`src/rtl/custom_subtractor56_19_seq.sv`:
```
// 56-bit minus zero-extended 37-bit subtractor, one 8-bit slice per cycle with a registered borrow.
// Optional macro CUSTOM_SUB56_SATURATE_EN clamps a borrowing result to zero on entry to DONE.
module custom_subtractor56_19_seq (
  input  logic        clk,
  input  logic        rst,
  input  logic [55:0] A,
  input  logic [36:0] B,
  input  logic        in_valid,
  output logic        in_ready,
  output logic [55:0] Diff,
  output logic        Borrow,
  output logic        out_valid,
  input  logic        out_ready
);

  typedef enum logic [1:0] {IDLE, RUN, DONE} state_t;

  state_t      r_state;
  logic [55:0] r_opA;
  logic [55:0] r_opB;
  logic [55:0] r_diff;
  logic        r_borrow;
  logic [2:0]  r_k;
  logic        r_in_ready;
  logic        r_out_valid;

  logic [5:0]  w_base;
  logic [8:0]  w_slice;

  // Bit offset of the slice handled this cycle; bit 8 of w_slice is the borrow out.
  assign w_base  = {r_k, 3'b000};
  assign w_slice = {1'b0, r_opA[w_base +: 8]} - {1'b0, r_opB[w_base +: 8]} - {8'b0, r_borrow};

  always_ff @(posedge clk or posedge rst) begin
    if (rst) begin
      r_state     <= IDLE;
      r_opA       <= '0;
      r_opB       <= '0;
      r_diff      <= '0;
      r_borrow    <= 1'b0;
      r_k         <= '0;
      r_in_ready  <= 1'b0;
      r_out_valid <= 1'b0;
    end else begin
      case (r_state)
        IDLE: begin
          r_in_ready <= 1'b1;
          if (in_valid && r_in_ready) begin
            r_opA      <= A;
            r_opB      <= {19'b0, B};
            r_borrow   <= 1'b0;
            r_k        <= '0;
            r_in_ready <= 1'b0;
            r_state    <= RUN;
          end
        end
        RUN: begin
          r_diff[w_base +: 8] <= w_slice[7:0];
          r_borrow            <= w_slice[8];
          r_k                 <= r_k + 3'd1;
          if (r_k == 3'd6) begin
            r_state     <= DONE;
            r_out_valid <= 1'b1;
`ifdef CUSTOM_SUB56_SATURATE_EN
            if (w_slice[8]) r_diff <= '0;
`endif
          end
        end
        DONE: begin
          if (out_ready) begin
            r_out_valid <= 1'b0;
            r_in_ready  <= 1'b1;
            r_state     <= IDLE;
          end
        end
        default: r_state <= IDLE;
      endcase
    end
  end

  assign in_ready  = r_in_ready;
  assign out_valid = r_out_valid;
  assign Diff      = r_diff;
  assign Borrow    = r_borrow;

endmodule

```
`config.mk`:
```
export PLATFORM = sky130hd
export DESIGN_NAME = custom_subtractor56_19_seq
export DESIGN_NICKNAME = d
export VERILOG_FILES = /design/src/rtl/custom_subtractor56_19_seq.sv
export SDC_FILE = /design/constraint.sdc
export NUM_CORES = 1
export LEC_CHECK = 0
export CAP_MARGIN = 20
export CORE_MARGIN = 2
export CORE_UTILIZATION = 51
export CTS_CLUSTER_SIZE = 10
export DETAILED_ROUTE_END_ITERATION = 16
export PLACE_DENSITY = 0.8
export SLEW_MARGIN = 20
export SYNTH_ARGS = -nofsm -noshare
export SYNTH_HDL_FRONTEND = slang
export SYNTH_SLANG_ARGS = --single-unit
```
`constraint.sdc`:
```
create_clock -name clk -period 8.3 [get_ports clk]
set_input_delay 2.49 -clock clk [delete_from_list [all_inputs] [get_ports clk]]
set_output_delay 2.49 -clock clk [all_outputs]
set_load 0.05 [all_outputs]
```
==> results.tsv, run 1 <==
metric	value	unit
critical_path_class	reg2reg	
grt_pass1_vias	5159	
clk_latency	430	ps
rsz0062_at_grt	false	
fin_crit	4460	ps
grt_util_all_layers	23.5	%
cts_buffers	17	
vias	4983	
post-cts-setup-buffers	0	
cts_buffer_depth	2	
h-tree-depth	4	
viasPerCell	5.55	
grt_max_degree	93	
area_growth	32.2	%
hold_depth	2	
worstMarginPinSlew	811	ps
hold_viol	0	
place_hpwl	12100	um
rows	43	
nNetsFinal	822	
num_io_pins	156	
gp_congestion	0.843	
ant_nets	0	
synth_largest_area_cell	dfrtp_1	
setup_violations	0	
fmax	224	MHz
cp.buffers_inverters	2	
cpPeakStageDelay	530	ps
synth_commonest_cells	dfrtp_1, mux2_2, nand2_1	
crit_required	8590	ps
avgSynthCellArea	13.0	um2
floorplan.initialDensity	52.0	%
ys_ff_latch	157	
cp_max_fo	31	
cts_tree	built	
synth_cell_types	42	
postCtsHoldBufs	0	
cp-start-kind	flop	
reg2reg_to	Diff[30]	
fillerInstances	971	
antenna_found_initial	0	
path_cells	buf_4 > inv_1 > nor2_1 > nand2_1 > o21ai_0 > a21oi_1 > fa_1 > fa_1 > nand2b_1 > a21oi_1 > o21bai_1 > a21oi_1 > xor2_1 > o21ai_0	
ctsResizeCount	0	
die_area	15100	um2
hold_path.startpoint	Diff[43]	
ys.flop_type	dfrtp_1	
grt_pass1_wl	26500	um
layout-drive-gt1-share	23.7	%
status	complete, no violations	
min_path_type	reg2reg	
gr-total-overflow	0	
ys_top_cells_by_area	dfrtp_1, mux2_2, mux4_2	
min_period_over_period	53.8	%
arrival	4750	ps
synth-edff-count	0	
clock_skew	8.38	ps
firstDrtPassIters	4	
synth.most_common_cell	dfrtp_1	
tns	0	ps
ff2ff_path_depth	14	
syn_area	7180	um2
min_to	Diff[43]	
core	13800	um2
antenna_cells	0	
critPathMostFrequentCell	a21oi_1	
clock-sinks	157	
wl_per_cell	18.4	um
maxCapViolations	0	
synthArstFlopShare	100	%
die_y	123	um
yosysSeqAreaShare	54.7	%
cp-end-kind	flop	
critPathTopFamily	compound AO/OA/AOI/OAI gates	
clk_pin_slew_worst_paths	60	ps
fp.dieW	123	um
wl	16500	um
slew_violations	0	
regToRegStartpoint	r_k[0]	
synth_top_area_share	54.7	%
final_core_util	68.7	%
drcViolationCount	0	
synthCells	553	
max_slew_margin	45.9	%
yosysWarnings	0	
r2r_slack	3840	ps
synth_fp_nets	670	
first_iter_violations	338	
crit_path_top_delay_cell	xor2_1	
cts_root_buf	clkbuf_16	
port_buffers	155	
==> cells by family after synthesis <==
logic type | synth area share, %
compound gates | 8.08
xor+xnor | 0.958
fa+ha+maj | 3.69
buf+inv | 2.63
flops | 54.7
mux | 23.5
simple gates | 6.43
==> layer usage <==
metal  vias to the layer above  wire, um  part of all wire [%]  GRT usage, %
met5                         -         0                     0             0
met4                         0       419                   2.5          10.4
met3                        33      1040                   6.3          6.23
met2                       183      8170                    49          38.5
met1                      2484      6910                    42          29.4
li1                       2283         -                     -             -
==> how the worst max path moves through the flow <==
stage                      endpoint      from  cells after the start
after floorplan              Borrow       rst                      1
after global placement    r_opB[26]  in_valid                      6
after detailed placement  r_opB[17]  in_valid                      6
after CTS                  Diff[22]    r_k[0]                     14
after global routing       Diff[22]    r_k[0]                     14
final                      Diff[30]    r_k[0]                     14
==> final cells by class <==
cell class	instances	area, um2	area share (%)
sequential	157	3930	41.4
multi-input combinational	349	3070	32.3
timing repair buffer	160	1590	16.7
clock buffer	22	464	4.89
tap	180	225	2.37
clock inverter	10	139	1.46
inverter	20	80.1	0.843
==> flip-flops by register name, indices dropped and copies added (netlist names) <==
name and count:
out_valid 1, r_opB 37, Borrow 1, r_k 3
in_ready 1, Diff 56, r_opA 56, r_state 2
==> worst register-to-register path, stage by stage (launching register included) <==
cell,delay [ps]
dfrtp_2,340
buf_4,430
inv_1,420
nor2_1,390
nand2_1,90
o21ai_0,140
a21oi_1,150
fa_1,460
fa_1,450
nand2b_1,160
a21oi_1,250
o21bai_1,130
a21oi_1,220
xor2_1,530
o21ai_0,170
==> placed cells by master (no fill, tap or decap), types with 5 or more instances in the layout <==
cell and n:
and2_1 7, a221o_1 6, o31ai_1 5, o21ai_0 35, clkbuf_16 17, a21oi_1 11
mux4_2 11, ha_1 18, mux2i_1 12, nor2_1 16, clkdlybuf4s50_1 155, nand2_1 55
a22o_1 7, inv_1 19, mux2_2 112, a32o_1 8, dfrtp_1 156, buf_4 5
==> per-stage QoR <==
stage,std cells,cell area (um2),hold slack [ps],worst slack [ps]
floorplan,553,7180,473,1580
global placement,866,8890,460,3510
detailed placement,866,8890,470,3450
CTS,898,9500,483,3850
global route,898,9500,509,3530
finish,898,9500,482,3840
Power of run 1 is not shown: default switching activity piles up to over one toggle a cycle in this logic, so the estimate is an artifact.
==> run 2, diff against run 1 <==
- clock period: 8.3 -> 4.5 ns (I/O delays scaled with it)
==> results.tsv, run 2 (same netlist as run 1, synthesis figures left out) <==
metric	value	unit
layout-drive-gt1-share	23.8	%
final_cell_mix	dfrtp_1, clkdlybuf4s50_1, mux2_2	
arrival	4110	ps
cts_buffers	17	
final_core_util	68.6	%
crit_required	4810	ps
die_area	15100	um2
cp-end-kind	flop	
viasPerCell	5.49	
setup_violations	0	
path_cells	buf_4 > mux4_2 > o21ai_0 > ha_1 > inv_1 > ha_1 > and2_1 > and2_1 > o221a_2 > a311oi_4 > xnor2_2 > mux2_2	
rsz0062_at_grt	false	
fp.dieW	123	um
nNetsFinal	823	
first_iter_violations	333	
holdWs	481	ps
maxCapViolations	0	
critPathTopFamily	multiplexers	
fin_crit	3800	ps
h-tree-depth	4	
cts_root_buf	clkbuf_16	
ant_nets	0	
area_growth	32.0	%
crit_path_top_delay_cell	mux4_2	
cp-start-kind	flop	
port_buffers	155	
cts_tree	built	
gp_congestion	0.879	
drcViolationCount	0	
cts_buffer_depth	2	
critical_path_class	reg2reg	
max_slew_margin	44.4	%
fmax	263	MHz
gr-total-overflow	0	
cp.buffers_inverters	2	
clock_skew	7.59	ps
grt_pass1_vias	5144	
firstDrtPassIters	5	
place_ws	682	ps
core	13800	um2
post-cts-setup-buffers	0	
grt_pass1_wl	26900	um
vias	4932	
num_io_pins	156	
min_path_type	reg2reg	
antenna_cells	0	
cpPeakStageDelay	560	ps
die_y	123	um
hold_viol	0	
clk_latency	430	ps
wl	16700	um
antenna_found_initial	0	
min_period_over_period	84.4	%
floorplan.initialDensity	52.0	%
final_common_cell	dfrtp_1	
place_hpwl	12300	um
grt_util_all_layers	23.9	%
rows	43	
ctsResizeCount	0	
status	complete, no violations	
postCtsHoldBufs	0	
slew_violations	0	
clk_pin_slew_worst_paths	60	ps
clock-sinks	157	
cp_max_fo	23	
setup_ws	703	ps
tns	0	ps
worstMarginPinSlew	827	ps
wl_per_cell	18.6	um
grt_max_degree	158	
## run 2: cell types whose count changed in the layout (fill, tap and decap cells not counted), sizes merged
cell	before	now
buf	5	6
inv	20	19
clkinv	3	4
bufinv	3	1
clkinvlp	4	6
## run 2: layer usage
metal	vias to the layer above	share of wire, %	global-route usage [%]	wire (um)
li1	2296	-	-	-
met2	184	51	40.3	8480
met1	2421	42	30.4	7050
met5	-	0	0	0
met4	0	2.0	7.83	327
met3	31	5.2	5.62	862
## run 2: worst reg2reg max path: cells and delay by family, from the launching register on
family	cells	cell delay (ps)
AO/OA/AOI/OAI	3	770
XOR/XNOR	1	180
adder cells (fa/ha/maj)	2	550
buffers and inverters	2	450
flip-flops	1	520
multiplexers	2	860
AND/OR/NAND/NOR	2	340
## run 2: stage by stage
step,instance area [um2],instances
floorplan,7190,553
global placement,8930,867
detailed placement,8930,867
CTS,9480,899
global route,9480,899
finish,9480,899
## run 2: worst paths after layout
kind | start | end | slack, ps | cells past startpoint
setup / recovery | r_k[0] | Diff[7] | 700 | 12
hold / removal | Diff[18] | Diff[18] | 480 | 2
setup reg to reg | r_k[0] | Diff[7] | 700 | 12
hold reg to reg | Diff[18] | Diff[18] | 480 | 2
max in group asynchronous | rst | r_k[0] | 2330 | 3
min in group asynchronous | rst | Diff[41] | 1530 | 3
## run 2: layout make-up
class	instances	area [um2]
Clock buffer	22	464
Clock inverter	10	91.3
Fill cell	960	4350
Inverter	20	78.8
Multi-Input combinational cell	349	3070
Sequential cell	157	3930
Tap cell	180	225
Timing Repair Buffer	161	1620
Power of run 2 is left out for the same reason.
==> run 3, diff against run 2 <==
- CORE_UTILIZATION: 51 -> 46
- PLACE_DENSITY: 0.8 -> 0.76
- clock period: 4.5 -> 3.27 ns (I/O delays scaled with it)
==> results.tsv, run 3 (same netlist as run 1, synthesis figures left out) <==
metric	value	unit
place_hpwl	13100	um
h-tree-depth	4	
cts_buffer_depth	2	
min_path_type	reg2reg	
path_cells	buf_6 > buf_4 > mux2i_2 > nor2_2 > a21oi_2 > o21ai_2 > fa_2 > ha_2 > nand2b_4 > and2_4 > o221a_4 > a311oi_4 > xnor2_4 > mux2_4	
tns	0	ps
area_growth	39.1	%
finalNonFillerCells	957	
finish.instance_area	9990	um2
core	15300	um2
cp-start-kind	flop	
clock-sinks	157	
cp-end-kind	flop	
cpPeakStageDelay	450	ps
hold_viol	0	
antenna_cells	0	
cts_root_buf	clkbuf_16	
rsz0062_at_grt	true	
critPathTopFamily	compound AO/OA/AOI/OAI gates	
rows	45	
hold_depth	2	
fin_crit	3240	ps
gr-total-overflow	0	
critical_path_class	reg2reg	
clock_skew	8.06	ps
min_period_over_period	99.1	%
wl	17300	um
drcViolationCount	0	
worstMarginPinSlew	691	ps
final_cell_mix	dfrtp_1, clkdlybuf4s50_1, mux2_2	
cts_tree	built	
firstDrtPassIters	4	
port_buffers	155	
cp_max_fo	7	
grt_util_all_layers	22.0	%
wl_per_cell	18.1	um
layout-drive-gt1-share	31.0	%
grt_pass1_vias	5257	
ant_nets	0	
crit_required	3580	ps
clk_latency	430	ps
die_y	129	um
antenna_found_initial	0	
slew_violations	0	
fp.dieW	129	um
holdWs	480	ps
ff2ff_path_depth	14	
crit_path_top_delay_cell	dfrtp_2	
cts_buffers	17	
crit_cells	14	
status	complete, no violations	
clk_pin_slew_worst_paths	60	ps
die_area	16600	um2
grt_max_degree	100	
post_dp_cell_area	9200	um2
gp_congestion	0.873	
first_iter_violations	411	
vias	5044	
arrival	3550	ps
nNetsFinal	850	
cp.buffers_inverters	2	
num_io_pins	156	
maxCapViolations	0	
max_slew_margin	53.7	%
placedCellCount	921	
setup_violations	0	
fmax	308	MHz
grt_pass1_wl	27800	um
viasPerCell	5.27	
floorplan.initialDensity	47.1	%
run 3: path summary, 6_finish.rpt:
check                           startpoint        end  slack [ps]
worst max-delay path                r_k[1]    Diff[7]          30
worst min-delay path              Diff[41]   Diff[41]         480
worst max register to register      r_k[1]    Diff[7]          30
worst min register to register    Diff[41]   Diff[41]         480
max in group asynchronous              rst  r_opB[17]        1550
min in group asynchronous              rst  r_opB[32]         980
run 3: routing by layer:
metal	global-route usage, %	vias to the layer above	share of wire [%]
met5	0	-	0
li1	-	2351	-
met2	36.3	171	49
met3	4.95	18	5.4
met1	29.2	2504	45
met4	6.97	0	1.4
run 3: area by class of cell:
type	count	area (um2)
clock buffers	22	474
fillers	1122	5260
flip-flops and latches	157	3930
inverters	20	82.6
repair buffers	188	1890
well taps	211	264
multi-input cells	349	3240
clock inverters	10	113
run 3: stage by stage:
stage          utilization, %  worst slack [ps]
3_3_place_gp             60.3              7.40
6_report                 65.5              27.9
4_1_cts                  64.3              1.75
3_5_place_dp             60.3             -59.8
2_1_floorplan               -              5.84
5_1_grt                  65.5             -58.9
run 3: worst reg2reg max path: stages (launching register included):
cell      delay (ps)
dfrtp_2          450
buf_6            150
buf_4            130
mux2i_2          200
nor2_2            70
a21oi_2          140
o21ai_2           90
fa_2             420
ha_2             180
nand2b_4         140
and2_4           140
o221a_4          220
a311oi_4         360
xnor2_4          160
mux2_4           290
run 3: repair_timing:
item	CTS	global route
cloned	0	0
setup buffers	1	3
pin swaps	1	12
gates resized for setup	4	41
hold buffers	0	0
setup endpoints to repair	14	31
Power of run 3 is left out for the same reason.
